**src/rtl/atm_card_auth_if.sv**
```systemverilog
// Bus between the ATM card-reader front end and atm_card_auth.
// Signalling: there is no valid/ready back-pressure on this bus. card_in,
// pin_strobe, session_end and tbl_wr_en are single-cycle strobes. They are
// sampled on the rising clock edge, and their data fields must be stable in
// that same cycle. acct_found, auth_ok, acct_idx, fail_count and busy are
// levels. pin_error, card_reject, card_retained and timeout are one-cycle pulses.
interface atm_card_auth_if #(
  parameter int ACCT_W = 12,
  parameter int PIN_W  = 12,
  parameter int IDX_W  = 2
);
  logic              card_in;
  logic [ACCT_W-1:0] acct_num;
  logic              pin_strobe;
  logic [PIN_W-1:0]  pin;
  logic              session_end;
  logic              tbl_wr_en;
  logic [IDX_W-1:0]  tbl_wr_idx;
  logic [ACCT_W-1:0] tbl_wr_acct;
  logic [PIN_W-1:0]  tbl_wr_pin;
  logic              busy;
  logic              acct_found;
  logic              auth_ok;
  logic [IDX_W-1:0]  acct_idx;
  logic [2:0]        fail_count;
  logic              pin_error;
  logic              card_reject;
  logic              card_retained;
  logic              timeout;

  modport master (
    output card_in, acct_num, pin_strobe, pin, session_end,
           tbl_wr_en, tbl_wr_idx, tbl_wr_acct, tbl_wr_pin,
    input  busy, acct_found, auth_ok, acct_idx, fail_count,
           pin_error, card_reject, card_retained, timeout
  );

  modport slave (
    input  card_in, acct_num, pin_strobe, pin, session_end,
           tbl_wr_en, tbl_wr_idx, tbl_wr_acct, tbl_wr_pin,
    output busy, acct_found, auth_ok, acct_idx, fail_count,
           pin_error, card_reject, card_retained, timeout
  );
endinterface

```
**src/rtl/atm_card_auth.sv**
```systemverilog
// Card/PIN authentication front end. It holds a small account table, looks up
// the inserted card, verifies the PIN and retains the card after repeated
// failures. The current FSM state is exported on state_o for observation.
module atm_card_auth #(
  parameter int NUM_ACCTS      = 3,
  parameter int ACCT_W         = 12,
  parameter int PIN_W          = 12,
  parameter int IDX_W          = 2,
  parameter int MAX_TRIES      = 3,
  parameter int TIMEOUT_CYCLES = 1000
) (
  input  logic           clk,
  input  logic           rst,
  atm_card_auth_if.slave bus,
  output logic [2:0]     state_o
);

  localparam logic [2:0] S_IDLE     = 3'd0;
  localparam logic [2:0] S_SEARCH   = 3'd1;
  localparam logic [2:0] S_WAIT_PIN = 3'd2;
  localparam logic [2:0] S_CHECK    = 3'd3;
  localparam logic [2:0] S_GRANTED  = 3'd4;
  localparam logic [2:0] S_LOCK     = 3'd5;
  localparam logic [2:0] S_REJECT   = 3'd6;

  localparam int               TMR_W    = $clog2(TIMEOUT_CYCLES + 1);
  localparam logic [IDX_W-1:0] LAST_IDX = IDX_W'(NUM_ACCTS - 1);
  localparam logic [TMR_W-1:0] TMR_LAST = TMR_W'(TIMEOUT_CYCLES - 1);
  localparam logic [2:0]       MAX_CNT  = 3'(MAX_TRIES);

  // Account table
  logic [ACCT_W-1:0] tbl_acct_q  [NUM_ACCTS];
  logic [PIN_W-1:0]  tbl_pin_q   [NUM_ACCTS];
  logic              tbl_valid_q [NUM_ACCTS];
  logic              tbl_lock_q  [NUM_ACCTS];

  logic [2:0]        state_q, state_d;
  logic [IDX_W-1:0]  idx_q, idx_d;
  logic              arm_q, arm_d;
  logic [ACCT_W-1:0] acct_q, acct_d;
  logic [PIN_W-1:0]  pin_q, pin_d;
  logic [TMR_W-1:0]  timer_q, timer_d;
  logic [2:0]        fail_q, fail_d;
  logic              found_q, found_d;
  logic              auth_q, auth_d;
  logic [IDX_W-1:0]  aidx_q, aidx_d;
  logic              pin_error_q, pin_error_d;
  logic              reject_q, reject_d;
  logic              retained_q, retained_d;
  logic              timeout_q, timeout_d;

  logic              tbl_we;
  logic              lock_set;
  logic              entry_hit;
  logic              pin_ok;
  logic [2:0]        fail_inc;

  // Table writes are only honoured while idle and for existing entries.
  assign tbl_we    = (state_q == S_IDLE) && bus.tbl_wr_en &&
                     (int'(bus.tbl_wr_idx) < NUM_ACCTS);
  assign entry_hit = tbl_valid_q[idx_q] && (tbl_acct_q[idx_q] == acct_q);
  assign pin_ok    = (pin_q == tbl_pin_q[aidx_q]);
  assign fail_inc  = fail_q + 3'd1;

  // Next-state and output-register logic for the session FSM.
  always_comb begin
    state_d     = state_q;
    idx_d       = idx_q;
    arm_d       = arm_q;
    acct_d      = acct_q;
    pin_d       = pin_q;
    timer_d     = timer_q;
    fail_d      = fail_q;
    found_d     = found_q;
    auth_d      = auth_q;
    aidx_d      = aidx_q;
    pin_error_d = 1'b0;
    reject_d    = 1'b0;
    retained_d  = 1'b0;
    timeout_d   = 1'b0;
    lock_set    = 1'b0;
    case (state_q)
      S_IDLE: begin
        if (bus.card_in) begin
          acct_d  = bus.acct_num;
          idx_d   = '0;
          fail_d  = '0;
          arm_d   = 1'b1;
          state_d = S_SEARCH;
        end
      end
      S_SEARCH: begin
        // The first SEARCH cycle only settles the latched account number.
        // This places a match on entry k at k+2 cycles after card_in.
        if (arm_q) begin
          arm_d = 1'b0;
        end else if (entry_hit && !tbl_lock_q[idx_q]) begin
          found_d = 1'b1;
          aidx_d  = idx_q;
          timer_d = '0;
          state_d = S_WAIT_PIN;
        end else if (entry_hit || (idx_q == LAST_IDX)) begin
          reject_d = 1'b1;
          state_d  = S_REJECT;
        end else begin
          idx_d = idx_q + IDX_W'(1);
        end
      end
      S_WAIT_PIN: begin
        if (bus.pin_strobe) begin
          pin_d   = bus.pin;
          timer_d = '0;
          state_d = S_CHECK;
        end else if (timer_q == TMR_LAST) begin
          timeout_d = 1'b1;
          reject_d  = 1'b1;
          found_d   = 1'b0;
          aidx_d    = '0;
          state_d   = S_REJECT;
        end else begin
          timer_d = timer_q + TMR_W'(1);
        end
      end
      S_CHECK: begin
        if (pin_ok) begin
          auth_d  = 1'b1;
          state_d = S_GRANTED;
        end else if (fail_inc >= MAX_CNT) begin
          fail_d     = MAX_CNT;
          retained_d = 1'b1;
          lock_set   = 1'b1;
          found_d    = 1'b0;
          aidx_d     = '0;
          state_d    = S_LOCK;
        end else begin
          fail_d      = fail_inc;
          pin_error_d = 1'b1;
          timer_d     = '0;
          state_d     = S_WAIT_PIN;
        end
      end
      S_GRANTED: begin
        if (bus.session_end) begin
          found_d = 1'b0;
          auth_d  = 1'b0;
          aidx_d  = '0;
          state_d = S_IDLE;
        end
      end
      S_LOCK:   state_d = S_IDLE;
      S_REJECT: state_d = S_IDLE;
      default:  state_d = S_IDLE;
    endcase
  end

  // State, output and table registers; reset also invalidates the table.
  always_ff @(posedge clk) begin
    if (rst) begin
      state_q     <= S_IDLE;
      idx_q       <= '0;
      arm_q       <= 1'b0;
      acct_q      <= '0;
      pin_q       <= '0;
      timer_q     <= '0;
      fail_q      <= '0;
      found_q     <= 1'b0;
      auth_q      <= 1'b0;
      aidx_q      <= '0;
      pin_error_q <= 1'b0;
      reject_q    <= 1'b0;
      retained_q  <= 1'b0;
      timeout_q   <= 1'b0;
      for (int i = 0; i < NUM_ACCTS; i++) begin
        tbl_acct_q[i]  <= '0;
        tbl_pin_q[i]   <= '0;
        tbl_valid_q[i] <= 1'b0;
        tbl_lock_q[i]  <= 1'b0;
      end
    end else begin
      state_q     <= state_d;
      idx_q       <= idx_d;
      arm_q       <= arm_d;
      acct_q      <= acct_d;
      pin_q       <= pin_d;
      timer_q     <= timer_d;
      fail_q      <= fail_d;
      found_q     <= found_d;
      auth_q      <= auth_d;
      aidx_q      <= aidx_d;
      pin_error_q <= pin_error_d;
      reject_q    <= reject_d;
      retained_q  <= retained_d;
      timeout_q   <= timeout_d;
      if (tbl_we) begin
        tbl_acct_q[bus.tbl_wr_idx]  <= bus.tbl_wr_acct;
        tbl_pin_q[bus.tbl_wr_idx]   <= bus.tbl_wr_pin;
        tbl_valid_q[bus.tbl_wr_idx] <= 1'b1;
        tbl_lock_q[bus.tbl_wr_idx]  <= 1'b0;
      end
      if (lock_set) begin
        tbl_lock_q[aidx_q] <= 1'b1;
      end
    end
  end

  assign bus.busy          = (state_q != S_IDLE);
  assign bus.acct_found    = found_q;
  assign bus.auth_ok       = auth_q;
  assign bus.acct_idx      = aidx_q;
  assign bus.fail_count    = fail_q;
  assign bus.pin_error     = pin_error_q;
  assign bus.card_reject   = reject_q;
  assign bus.card_retained = retained_q;
  assign bus.timeout       = timeout_q;
  assign state_o           = state_q;

endmodule

```
**src/flat_wrapper.sv**
```systemverilog
// flat-port wrapper written by rule: the top's interface ports become plain ports
module atm_card_auth_flat 
#(
  parameter int NUM_ACCTS      = 3,
  parameter int ACCT_W         = 12,
  parameter int PIN_W          = 12,
  parameter int IDX_W          = 2,
  parameter int MAX_TRIES      = 3,
  parameter int TIMEOUT_CYCLES = 1000
)
  (clk, rst, state_o, bus_card_in, bus_acct_num, bus_pin_strobe, bus_pin, bus_session_end, bus_tbl_wr_en, bus_tbl_wr_idx, bus_tbl_wr_acct, bus_tbl_wr_pin, bus_busy, bus_acct_found, bus_auth_ok, bus_acct_idx, bus_fail_count, bus_pin_error, bus_card_reject, bus_card_retained, bus_timeout);
  atm_card_auth_if #(.ACCT_W(ACCT_W), .PIN_W(PIN_W), .IDX_W(IDX_W)) bus_i ();
  input  logic clk;
  input  logic rst;
  output logic [2:0] state_o;
  input wire logic [$bits(bus_i.card_in)-1:0] bus_card_in;
  input wire logic [$bits(bus_i.acct_num)-1:0] bus_acct_num;
  input wire logic [$bits(bus_i.pin_strobe)-1:0] bus_pin_strobe;
  input wire logic [$bits(bus_i.pin)-1:0] bus_pin;
  input wire logic [$bits(bus_i.session_end)-1:0] bus_session_end;
  input wire logic [$bits(bus_i.tbl_wr_en)-1:0] bus_tbl_wr_en;
  input wire logic [$bits(bus_i.tbl_wr_idx)-1:0] bus_tbl_wr_idx;
  input wire logic [$bits(bus_i.tbl_wr_acct)-1:0] bus_tbl_wr_acct;
  input wire logic [$bits(bus_i.tbl_wr_pin)-1:0] bus_tbl_wr_pin;
  output wire logic [$bits(bus_i.busy)-1:0] bus_busy;
  output wire logic [$bits(bus_i.acct_found)-1:0] bus_acct_found;
  output wire logic [$bits(bus_i.auth_ok)-1:0] bus_auth_ok;
  output wire logic [$bits(bus_i.acct_idx)-1:0] bus_acct_idx;
  output wire logic [$bits(bus_i.fail_count)-1:0] bus_fail_count;
  output wire logic [$bits(bus_i.pin_error)-1:0] bus_pin_error;
  output wire logic [$bits(bus_i.card_reject)-1:0] bus_card_reject;
  output wire logic [$bits(bus_i.card_retained)-1:0] bus_card_retained;
  output wire logic [$bits(bus_i.timeout)-1:0] bus_timeout;
  assign bus_i.card_in = bus_card_in;
  assign bus_i.acct_num = bus_acct_num;
  assign bus_i.pin_strobe = bus_pin_strobe;
  assign bus_i.pin = bus_pin;
  assign bus_i.session_end = bus_session_end;
  assign bus_i.tbl_wr_en = bus_tbl_wr_en;
  assign bus_i.tbl_wr_idx = bus_tbl_wr_idx;
  assign bus_i.tbl_wr_acct = bus_tbl_wr_acct;
  assign bus_i.tbl_wr_pin = bus_tbl_wr_pin;
  assign bus_busy = bus_i.busy;
  assign bus_acct_found = bus_i.acct_found;
  assign bus_auth_ok = bus_i.auth_ok;
  assign bus_acct_idx = bus_i.acct_idx;
  assign bus_fail_count = bus_i.fail_count;
  assign bus_pin_error = bus_i.pin_error;
  assign bus_card_reject = bus_i.card_reject;
  assign bus_card_retained = bus_i.card_retained;
  assign bus_timeout = bus_i.timeout;
  atm_card_auth #(.NUM_ACCTS(NUM_ACCTS), .ACCT_W(ACCT_W), .PIN_W(PIN_W), .IDX_W(IDX_W), .MAX_TRIES(MAX_TRIES), .TIMEOUT_CYCLES(TIMEOUT_CYCLES)) u_core (.clk(clk), .rst(rst), .bus(bus_i), .state_o(state_o));
endmodule
```
**config.mk**
```make
export PLATFORM = sky130hd
export DESIGN_NAME = atm_card_auth_flat
export DESIGN_NICKNAME = d
export VERILOG_FILES = /design/src/rtl/atm_card_auth_if.sv /design/src/rtl/atm_card_auth.sv /design/src/flat_wrapper.sv
export SDC_FILE = /design/constraint.sdc
export NUM_CORES = 1
export LEC_CHECK = 0
export ABC_AREA = 0
export ABC_CLOCK_PERIOD_IN_PS = 2200
export CORE_MARGIN = 1.5
export CORE_UTILIZATION = 35
export CTS_CLUSTER_SIZE = 16
export DETAILED_ROUTE_END_ITERATION = 7
export PLACE_DENSITY = 0.66
export REMOVE_ABC_BUFFERS = 1
export SETUP_SLACK_MARGIN = 0.4
export SLEW_MARGIN = 0
export SYNTH_ARGS = -nofsm -noshare
export SYNTH_HDL_FRONTEND = slang
export SYNTH_SLANG_ARGS = --single-unit
```
**constraint.sdc**
```tcl
create_clock -name clk -period 2.2 [get_ports clk]
set_input_delay 0.66 -clock clk [delete_from_list [all_inputs] [get_ports clk]]
set_output_delay 0.66 -clock clk [all_outputs]
set_load 0.01 [all_outputs]
```
# After elaboration in Yosys (flattened, before gate mapping)

Memories as Yosys holds them, arrays and structs flattened. A register that Yosys moved wholly into a read port is not among the register bits.
Index checks and enable logic that the tools add are counted.

Register bits after elaboration: 51
Memory bits (writable): 78
Input bits: 56
Output and inout bits: 15
Memories: 4

Memories:

| name               | words | width | rd ports | clocked after Yosys merged registers in | wr ports | line                | source |
|---|---|---|---|---|---|---|---|
| u_core.tbl_acct_q  | 3     | 12    | 1        | 1                                       | 3        | atm_card_auth.sv:32 | `logic [ACCT_W-1:0] tbl_acct_q [NUM_ACCTS];` |
| u_core.tbl_pin_q   | 3     | 12    | 1        | 1                                       | 3        | atm_card_auth.sv:33 | `logic [PIN_W-1:0] tbl_pin_q [NUM_ACCTS];` |
| u_core.tbl_lock_q  | 3     | 1     | 1        | 1                                       | 3        | atm_card_auth.sv:35 | `logic tbl_lock_q [NUM_ACCTS];` |
| u_core.tbl_valid_q | 3     | 1     | 1        | 1                                       | 3        | atm_card_auth.sv:34 | `logic tbl_valid_q [NUM_ACCTS];` |

Add/sub/neg operators: 3
Order comparisons: 2
Eq/ne operators: 23
Mux-type cells: 87
Bitwise logic cells: 2
Reductions and logical operators: 29

Operators with widths:

| cell                                                             | number |
|---|---|
| 10-bit two-way mux                                               | 6 |
| 2-bit two-way mux                                                | 24 |
| 3-bit two-way mux                                                | 12 |
| 1-bit two-way mux                                                | 34 |
| 10-bit case mux with 3 select lines                              | 1 |
| 12-bit == test                                                   | 2 |
| 12-bit two-way mux                                               | 2 |
| 12-bit OR reduction                                              | 2 |
| 2-bit != test (second input constant)                            | 8 |
| 3-bit case mux with 5 select lines                               | 1 |
| 10-bit by 1-bit adder with 10-bit output (second input constant) | 1 |
| 10-bit == test (second input constant)                           | 1 |
| 5-bit AND reduction                                              | 2 |
| 2-bit by 1-bit != test with 1-bit output (second input constant) | 4 |
| 2-bit case mux with 4 select lines                               | 1 |
| 8-bit AND reduction                                              | 1 |
| 3-bit by 2-bit == test with 1-bit output (second input constant) | 2 |
| 1-bit case mux with 2 select lines                               | 3 |
| 3-bit case mux with 2 select lines                               | 1 |
| 2-bit AND reduction                                              | 3 |
| 3-bit AND reduction                                              | 2 |
| 6-bit AND reduction                                              | 1 |
| 2-bit nonzero test                                               | 3 |
| 3-bit nonzero test                                               | 2 |
| 21 further kinds                                                 | 27 |

# Logic depth before layout (Yosys ltp)

Gate-level depths: netlist (run 1).

Word-level depth: 10
Gate-level depth with buffers: 10
Depth with buffers taken out: 9

# Worst setup path before layout (run 1)

Ideal clock, no wire load.

Path kind: reg-to-reg
Start point: register with a tool-made name
End point: memory u_core.tbl_lock_q[1] (enable)
Setup time: 0.247 ns
Arrival: 2.198 ns
Required time: 1.953 ns
Setup slack: -0.245 ns
Stages on the path, launching flop included: 9
Cell sequence: dfxtp_1 > buf_6 > mux4_2 > xnor2_1 > nand4_1 > nor3_4 > nor4_2 > and3b_1 > or2_1

RTL lines:

| element   | line |
|---|---|
| to (decl) | atm_card_auth.sv:35 |

==> impl_metrics.toml, run 1 <==
[status]
status = "finished, violations left"
violations = "setup timing"

[global_route]
grt_pass1_wl_mm = 26.8
grt_remaining_overflow = 0
grt_pass1_vias = 5110
antenna_found_initial = 0
track_usage = 0.165
grt_max_degree = 42

[detailed_routing]
antenna_left = 0
highest_layer = "met4"
wire_per_inst_um = 16.5
dr_wl_met3_um = 758
met2_length_mm = 8.40
drt_iter0_markers = 274
wl_mm = 17.0
wl_met1_mm = 7.53
drc_errors = 0
vias = 5082
dr.pass1.iters = 4
vias_per_cell = 4.93

[clock_tree]
numCtsBuffers = 17
clock-sinks = 159
clk_pin_slew_worst_paths_ns = 0.06
htreeDepth = 4
clk_latency_ns = 0.42
cts_root_buf = "clkbuf_16"
postCtsHoldBufs = 0
clockBufferDepth = 2
cts_tree = "yes"

[logic_synthesis]
async_flop_share = 0
synth_edf_count = 100
syn-cell-area_um2 = 7140
ys_ff_latch = 159
synth_top_family_by_area = "simple AND/OR/NAND/NOR gates"
ys_seq_area_frac = 0.586
syn_area_per_cell_um2 = 12.3
synth_cells = 582
synthFlopType = "edfxtp_1"
synth_compound_area_frac = 0.0743
synthDistinctLibCells = 63
synth.area.top_cells = "edfxtp_1 42%, dfxtp_1 17%, mux4_2 6.3%, and2_1 4.5%, nand2_1 3.9%"
yosysWarnings = 0
yosysMostFrequentCell = "edfxtp_1"
synth_top_cell_area_share = 0.420
synthSimpleGateAreaFrac = 0.172
synth-adder-area-share = 0.00701
synth_xor_area_frac = 0.0282
synth.largest_area_cell = "edfxtp_1"
synthTopCellsByCount = "100 x edfxtp_1, 75 x nand2_1, 59 x dfxtp_1"
synth_mux_area_frac = 0.106

[worst_hold_path]
hold_path_class = "reg -> reg"
min_delay_path_depth = 0
min_from = "u_core.tbl_valid_q[3]"

[final_layout]
area_growth_pct = 37.7
fill_cells = 1749
final_layout_size_suffix_gt1_frac = 0.257
diodes = 0
fin_nets = 807

[critical_path]
slowest_delay_ns = 0.49
rr_worst_depth = 10
end_kind = "register"
required_ns = 2.53
crit_arrival_ns = 2.88
cp_slowest_cell = "mux4_2"
cp_common_cell = "buf_12"
path_class = "reg -> reg"
crit_chain = "buf_12 > buf_12 > mux4_2 > xnor2_1 > nand4_1 > nor3_4 > nand3_2 > and3b_2 > buf_12 > a311oi_2"
worstSetupStartpointType = "register"
crit_fanout = 10

[timing]
fmax_mhz = 393
hold_ws_ns = 0.353
final_max_slew_viol_count = 0
worst_pin_slew_ns = 0.514
fin_crit_ns = 2.54
relSlewSlack = 0.657
finalSetupViolCount = 35
min_period_over_period = 1.16
hold_viol_final = 0
fin_skew_ns = 0.00556
finalWorstSetupSlack_ns = -0.343
rsz0062_at_grt = "true"

[power]
seqPwrFrac = 0.394
peakVddDrop_mv = 0.538
p_leak_nw = 3.77
p_int_mw = 6.61
sw_frac_of_total = 0.287
power_mw = 9.27
p_per_area_nw_per_um2 = 943
p_sw_mw = 2.66
combPwrFrac = 0.298
pwr-share-clk = 0.308

[floorplanning]
die_w_um = 146
num_rows = 52
die_h_um = 146
dieArea_um2 = 21300
initial_utilization = 0.355
coreArea_um2 = 20100
io_pins = 71

[flow_run]
drv_cap = 0

[placement]
place_hpwl_mm = 11.2
gp_congestion = 0.839
io_buffer_count = 70
==> cell usage in the layout (no fill, tap or decap), types with 4 or more instances in the layout <==
cell,instances
edfxtp_1,100
nand2_1,74
buf_4,55
clkdlybuf4s50_1,52
and2_1,50
dfxtp_1,50
a21oi_1,34
and3_1,27
conb_1,24
mux4_2,22
clkbuf_16,20
xnor2_1,16
buf_12,16
mux2i_1,14
nor2_1,13
dlygate4sd2_1,12
o21ai_0,11
inv_1,9
buf_6,9
nor3_1,8
dfxtp_4,7
nand4_1,6
xnor2_2,6
a21o_1,6
mux2_2,6
nor2b_1,5
nand3_1,5
nor3_4,4
mux2_4,4
or3_1,4
a31oi_1,4
ha_1,4
clkinvlp_4,4
==> registers in the layout, summed over array words and instances, names as in the netlist, named ones only <==
| name | cells |
|---|---|
| u_core.tbl_acct_q | 48 |
| u_core.tbl_pin_q | 48 |
| u_core.acct_q | 12 |
| u_core.pin_q | 12 |
| u_core.timer_q | 10 |
| u_core.tbl_lock_q | 4 |
| u_core.tbl_valid_q | 4 |
| u_core.bus.fail_count | 3 |
| u_core.state_o | 3 |
| u_core.bus.acct_idx | 2 |
| u_core.idx_q | 2 |
| u_core.arm_q | 1 |
| u_core.bus.acct_found | 1 |
| u_core.bus.auth_ok | 1 |
| u_core.bus.card_reject | 1 |
| u_core.bus.card_retained | 1 |
| u_core.bus.pin_error | 1 |
| u_core.bus.timeout | 1 |
==> what timing repair did <==
| action | CTS | global route |
|---|---|---|
| cloned | 2 | 3 |
| gates resized for setup | 68 | 27 |
| endpoints found under the setup margin | 109 | 93 |
| setup buffers | 11 | 6 |
| pin swaps | 8 | 5 |
==> critical path, delay by kind of cell (launching register included) <==
| family | cells | cell delay, ns |
|---|---|---|
| AOI/OAI and AO/OA | 1 | 0.21 |
| and+or+nand+nor | 4 | 0.85 |
| DFF | 1 | 0.38 |
| xor gates and xnor gates | 1 | 0.16 |
| buffers and inverters | 3 | 0.37 |
| muxes | 1 | 0.49 |
==> per-layer routing <==
| metal | GRT usage | vias up |
|---|---|---|
| li1 | - | 2446 |
| met1 | 0.208 | 2502 |
| met2 | 0.280 | 115 |
| met3 | 0.0379 | 19 |
| met4 | 0.0526 | 0 |
| met5 | 0 | - |
==> power groups by stage <==
stage                     Sequential (mW)  Combinational (mW)  Clock [mW]
after floorplan                      3.72                1.11           0
after global placement               3.68                2.23           0
after detailed placement             3.68                2.25           0
after CTS                            3.64                2.58        2.92
after global routing                 3.68                2.97        3.02
final                                3.65                2.76        2.86
==> path summary, 6_finish.rpt <==
path                           end  slack, ns
max              u_core.timer_q[7]      -0.34
min          u_core.tbl_valid_q[3]       0.35
max reg2reg      u_core.timer_q[7]      -0.34
min reg2reg  u_core.tbl_valid_q[3]       0.35
==> metrics by stage <==
stage / instance area [um^2] / cells / utilization / setup slack (ns) / TNS, ns
6_report: 9840 / 1030 / 0.489 / -0.343 / -7.41
2_1_floorplan: 7080 / 574 / - / -0.819 / -58.78
3_5_place_dp: 8740 / 976 / 0.435 / -0.360 / -13.68
5_1_grt: 9840 / 1030 / 0.489 / -0.435 / -10.76
3_3_place_gp: 8740 / 976 / 0.435 / -0.306 / -12.83
4_1_cts: 9600 / 1021 / 0.478 / -0.340 / -7.90
==> cell families after synthesis <==
logic type,count (synthesis)
and+or+nand+nor,227
DFF,159
AOI/OAI and AO/OA,81
muxes,46
buffers and inverters,41
xor gates and xnor gates,23
adders and majority gates,4
other,1
==> cell type report <==
type	count	area [um^2]	share of cell area
well taps	270	338	0.0343
multi-input cells	405	3040	0.309
flip-flops and latches	159	4210	0.428
repair buffers	154	1640	0.166
inverters	10	37.5	0.00382
clock inverters	14	141	0.0144
clock buffers	18	429	0.0436
(Power assumes the default switching activity.)
==> run 2, diff against run 1 <==
--- a/config.mk
+++ b/config.mk
@@ -13,7 +13,6 @@
 export DETAILED_ROUTE_END_ITERATION = 7
 export PLACE_DENSITY = 0.66
 export REMOVE_ABC_BUFFERS = 1
-export SETUP_SLACK_MARGIN = 0.4
 export SLEW_MARGIN = 0
 export SYNTH_ARGS = -nofsm -noshare
 export SYNTH_HDL_FRONTEND = slang
==> run 2 against run 1 <==
Against the previous run: the flow still finishes with violations (setup timing); final cell count shrank 1.7%; total power shrank 3.6%; via count shrank 2.2%; hold slack gained 0.0019 ns; clock skew grew 0.0013 ns; combinational power shrank 12%; first-iteration DRC count shrank 17%; count of clock-buffer cells in the layout is the same; sequential share of layout area grew 1.2 points; die area is the same; critical endpoint unchanged.
==> impl_metrics.toml, run 2 (synthesized netlist as in run 1, its figures left out) <==
[status]
status = "finished, violations left"
violations = "setup timing"

[global_route]
grt_pass1_wl_mm = 26.4
grt_max_degree = 42
grt_remaining_overflow = 0
grt_pass1_vias = 5060
antenna_found_initial = 0
track_usage = 0.162

[worst_hold_path]
min_from = "u_core.tbl_valid_q[3]"
min_delay_path_depth = 0
hold_path_class = "reg -> reg"
hold_end = "u_core.tbl_valid_q[3]"

[final_layout]
final_cell_mix = "100 x edfxtp_1, 74 x nand2_1, 66 x clkdlybuf4s50_1"
fill_cells = 1791
fin_util = 0.474
fin_nets = 790
layout_commonest_cell = "edfxtp_1"
ff_latch_area_um2 = 4200
top_regs = "u_core.tbl_acct_q (48), u_core.tbl_pin_q (48)"
diodes = 0
stdcell_area_um2 = 9540
area_growth_pct = 33.5
final_layout_size_suffix_gt1_frac = 0.222
multi_input_area_um2 = 2980

[critical_path]
required_ns = 2.53
regToRegSetupSlack_ns = -0.33
end_kind = "register"
r2r_end = "u_core.timer_q[7]"
crit_arrival_ns = 2.86
rr_worst_depth = 10
worstSetupStartpointType = "register"
crit_fanout = 10
path_class = "reg -> reg"

[timing]
finalSetupViolCount = 35
fin_skew_ns = 0.00688
fin_crit_ns = 2.53
min_period_over_period = 1.15
fmax_mhz = 395
hold_viol_final = 0
relSlewSlack = 0.663
finalWorstSetupSlack_ns = -0.328
final_max_slew_viol_count = 0
rsz0062_at_grt = "true"
worst_pin_slew_ns = 0.505

[detailed_routing]
antenna_left = 0
drt_iter0_markers = 228
vias = 4968
dr.pass1.iters = 5
wire_per_inst_um = 16.5
vias_per_cell = 4.90
drc_errors = 0
wl_mm = 16.7

[power]
peakVddDrop_mv = 0.537
p_leak_nw = 3.60
p_per_area_nw_per_um2 = 938

[clock_tree]
clockBufferDepth = 2
cts_root_buf = "clkbuf_16"
clk_pin_slew_worst_paths_ns = 0.06
htreeDepth = 4
clk_latency_ns = 0.42
numCtsBuffers = 17
clock-sinks = 159
cts_tree = "yes"

[floorplanning]
num_rows = 52
dieArea_um2 = 21300
initial_utilization = 0.355
die_w_um = 146
coreArea_um2 = 20100
io_pins = 71
die_h_um = 146

[placement]
gp_congestion = 0.839
io_buffer_count = 70
place_hpwl_mm = 11.2
place_area_um2 = 8740

[flow_run]
drv_cap = 0
## run 2: changes by cell type in the layout (fill, tap and decap cells not counted), sizes merged
| cell | before | now |
|---|---|---|
| buf | 85 | 67 |
| clkbuf | 21 | 19 |
| clkdlybuf4s15 | 1 | 0 |
| clkdlybuf4s50 | 52 | 66 |
| dlygate4sd2 | 12 | 1 |
| dlymetal6s2s | 1 | 2 |
## run 2: worst max-delay path by stage
stage | start | endpoint | slack [ns] | cells past startpoint
2_1_floorplan | rst | u_core.tbl_lock_q[1] | -0.82 | 5
3_3_place_gp | register | u_core.bus.acct_found | -0.31 | 9
3_5_place_dp | register | u_core.timer_q[7] | -0.36 | 9
4_1_cts | register | register | -0.34 | 11
5_1_grt | register | u_core.timer_q[7] | -0.43 | 10
6_report | register | u_core.timer_q[7] | -0.33 | 10
## run 2: worst max-delay path, cell delays in order (launching register included)
cell and delay, ns:
dfxtp_4 0.38, buf_12 0.13, buf_12 0.10, mux4_2 0.49, xnor2_1 0.16, nand4_1 0.21
nor3_4 0.26, nand3_2 0.14, and3b_1 0.21, buf_12 0.15, a311oi_2 0.21
## run 2: repair_timing
item | 4_1_cts | 5_1_grt
hold buffers | 0 | 0
setup buffers | 2 | 1
endpoints found under the setup margin | 38 | 40
pin swaps | 6 | 4
gates resized for setup | 26 | 14
cloned | 1 | 1
## run 2: per-stage QoR
stage               TNS, ns  hold WS (ns)  worst slack, ns  std cells  total power [mW]
CTS                   -7.90         0.354           -0.340       1011              8.95
finish                -7.14         0.355           -0.328       1013              8.94
detailed placement   -13.68         0.342           -0.360        976              5.93
global placement     -12.83         0.345           -0.306        976              5.90
floorplan            -58.78         0.331           -0.819        574              4.83
global route         -10.83         0.362           -0.426       1013              9.34
## run 2: area by class of cell
class,instances,share of cell area
Sequential cell,159,0.440
Clock inverter,14,0.0148
Tap cell,270,0.0354
Inverter,10,0.00394
Clock buffer,18,0.0450
Timing Repair Buffer,137,0.148
Multi-Input combinational cell,405,0.312
## run 2: report_power, final
| part | switching, mW | leakage [nW] | total, mW | internal [mW] |
|---|---|---|---|---|
| registers | 0.181 | 1.50 | 3.65 | 3.47 |
| clock network | 1.19 | 0.262 | 2.86 | 1.67 |
| logic | 1.18 | 1.84 | 2.43 | 1.25 |
## run 2: metal layers
| layer | share of wire | track usage | vias to the layer above |
|---|---|---|---|
| li1 | - | - | 2408 |
| met1 | 0.45 | 0.206 | 2418 |
| met2 | 0.49 | 0.275 | 124 |
| met3 | 0.043 | 0.0361 | 18 |
| met4 | 0.015 | 0.0515 | 0 |
| met5 | 0 | 0 | - |
==> run 3, diff against run 2 <==
--- a/config.mk
+++ b/config.mk
@@ -7,7 +7,6 @@
 export LEC_CHECK = 0
 export ABC_AREA = 0
 export ABC_CLOCK_PERIOD_IN_PS = 2200
-export CORE_MARGIN = 1.5
 export CORE_UTILIZATION = 35
 export CTS_CLUSTER_SIZE = 16
 export DETAILED_ROUTE_END_ITERATION = 7
==> run 3 against run 2 <==
Against the previous run: sequential share of layout area increased by 0.14 points; largest power group unchanged; via count grew 2.4%; sequential cell count did not move; the run still ends with setup timing left; non-clock buffer count decreased by 1; combinational power is essentially flat; register-to-register slack about the same; utilization grew 0.71 points; count of clock-buffer cells in the layout increased by 4.
==> impl_metrics.toml, run 3 (synthesized netlist as in run 1, its figures left out) <==
[final_layout]
diodes = 0
top_regs = "u_core.tbl_acct_q (48), u_core.tbl_pin_q (48)"
final_layout_size_suffix_gt1_frac = 0.237
layout_commonest_cell = "edfxtp_1"
fin_util = 0.481
final_cell_mix = "100 x edfxtp_1, 74 x nand2_1, 68 x clkdlybuf4s50_1"
stdcell_area_um2 = 9490
area_growth_pct = 32.9
fill_cells = 1725
fin_nets = 790
fin_cells = 1008

[critical_path]
crit_arrival_ns = 2.83
slowest_delay_ns = 0.53
path_class = "reg -> reg"
cp_common_cell = "buf_4"
worst_path_dominant_cell_family = "simple AND/OR/NAND/NOR gates"
cp_slowest_cell = "mux4_2"
crit_buf_inv = 3
rr_worst_depth = 10
regToRegSetupSlack_ns = -0.34
worstSetupStartpointType = "register"
crit_chain = "buf_12 > mux4_2 > xnor2_2 > nand4_1 > nor4_2 > buf_4 > a21o_1 > buf_4 > and3b_2 > a31oi_1"
r2r_end = "u_core.timer_q[5]"
end_kind = "register"
crit_fanout = 7
required_ns = 2.49

[power]
p_per_area_nw_per_um2 = 930
p_leak_nw = 3.55
peakVddDrop_mv = 0.474
power_mw = 8.83

[global_route]
track_usage = 0.172
grt_pass1_wl_mm = 26.4
grt_max_degree = 36
antenna_found_initial = 0
grt_pass1_vias = 5114
grt_remaining_overflow = 0

[detailed_routing]
vias = 5085
drc_errors = 0
dr.pass1.iters = 5
wire_per_inst_um = 16.9
drt_iter0_markers = 285
antenna_left = 0
wl_mm = 17.0
vias_per_cell = 5.04

[worst_hold_path]
min_delay_path_depth = 0
min_from = "u_core.tbl_valid_q[3]"
hold_end = "u_core.tbl_valid_q[3]"
hold_path_class = "reg -> reg"

[placement]
placed_cells = 967
place_area_um2 = 8650
dp_slack_ns = -0.368
gp_congestion = 0.921
place_hpwl_mm = 11.5
io_buffer_count = 70

[floorplanning]
die_h_um = 145
dieArea_um2 = 21000
coreArea_um2 = 19700
num_rows = 51
die_w_um = 145
io_pins = 71
initial_utilization = 0.362

[timing]
fin_crit_ns = 2.54
min_period_over_period = 1.15
fin_skew_ns = 0.00610
final_max_slew_viol_count = 0
rsz0062_at_grt = "true"
finalSetupViolCount = 36
setup_tns_ns = -8.19
fmax_mhz = 394
finalWorstSetupSlack_ns = -0.340
hold_ws_ns = 0.353
hold_viol_final = 0

[flow_run]
drv_cap = 0

[status]
violations = "setup timing"
status = "finished, violations left"

[clock_tree]
htreeDepth = 4
cts_root_buf = "clkbuf_16"
cts_tree = "yes"
numCtsBuffers = 17
clockBufferDepth = 2
clk_latency_ns = 0.42
postCtsHoldBufs = 0
clock-sinks = 159
clk_pin_slew_worst_paths_ns = 0.06
-- run 3: changes by cell type in the layout (fill, tap and decap cells not counted), moves of 3 or more --
cell	before	now
buf_12	13	8
buf_6	3	8
clkinv_2	0	4
a21oi_1	34	31
a21oi_2	0	3
clkbuf_1	1	4
clkinv_1	3	0
-- run 3: how the worst max path moves through the flow --
stage             start               endpoint  depth (start not counted)
2_1_floorplan       rst   u_core.tbl_lock_q[1]                          5
3_3_place_gp   register   u_core.tbl_lock_q[1]                          8
3_5_place_dp   register   u_core.tbl_lock_q[1]                          8
4_1_cts        register  u_core.bus.acct_found                          9
5_1_grt        register      u_core.timer_q[6]                         10
6_report       register      u_core.timer_q[5]                         10
-- run 3: cell type report --
class / instances / area [um^2] / share of cell area
clock buffer: 22 / 465 / 0.0490
timing repair buffer: 136 / 1320 / 0.139
multi-input combinational: 406 / 3060 / 0.322
clock inverter: 10 / 88.8 / 0.00936
inverter: 10 / 37.5 / 0.00395
sequential: 159 / 4190 / 0.442
tap: 265 / 332 / 0.0349
-- run 3: where the power goes --
part | leakage (nW) | internal, mW | switching, mW
sequential | 1.50 | 3.47 | 0.167
combinational | 1.79 | 1.21 | 1.22
clock | 0.261 | 1.62 | 1.15
total | 3.55 | 6.29 | 2.54
-- run 3: what timing repair did --
action,CTS,global route
pin swaps,13,16
setup buffers,6,4
endpoints found under the setup margin,37,37
cloned,0,1
gates resized for setup,35,24
-- run 3: routing by layer --
layer	wire (um)	track usage	vias to the layer above
li1	-	-	2414
met1	7510	0.213	2503
met2	8450	0.296	142
met3	778	0.0313	26
met4	287	0.0687	0
met5	0	0	-
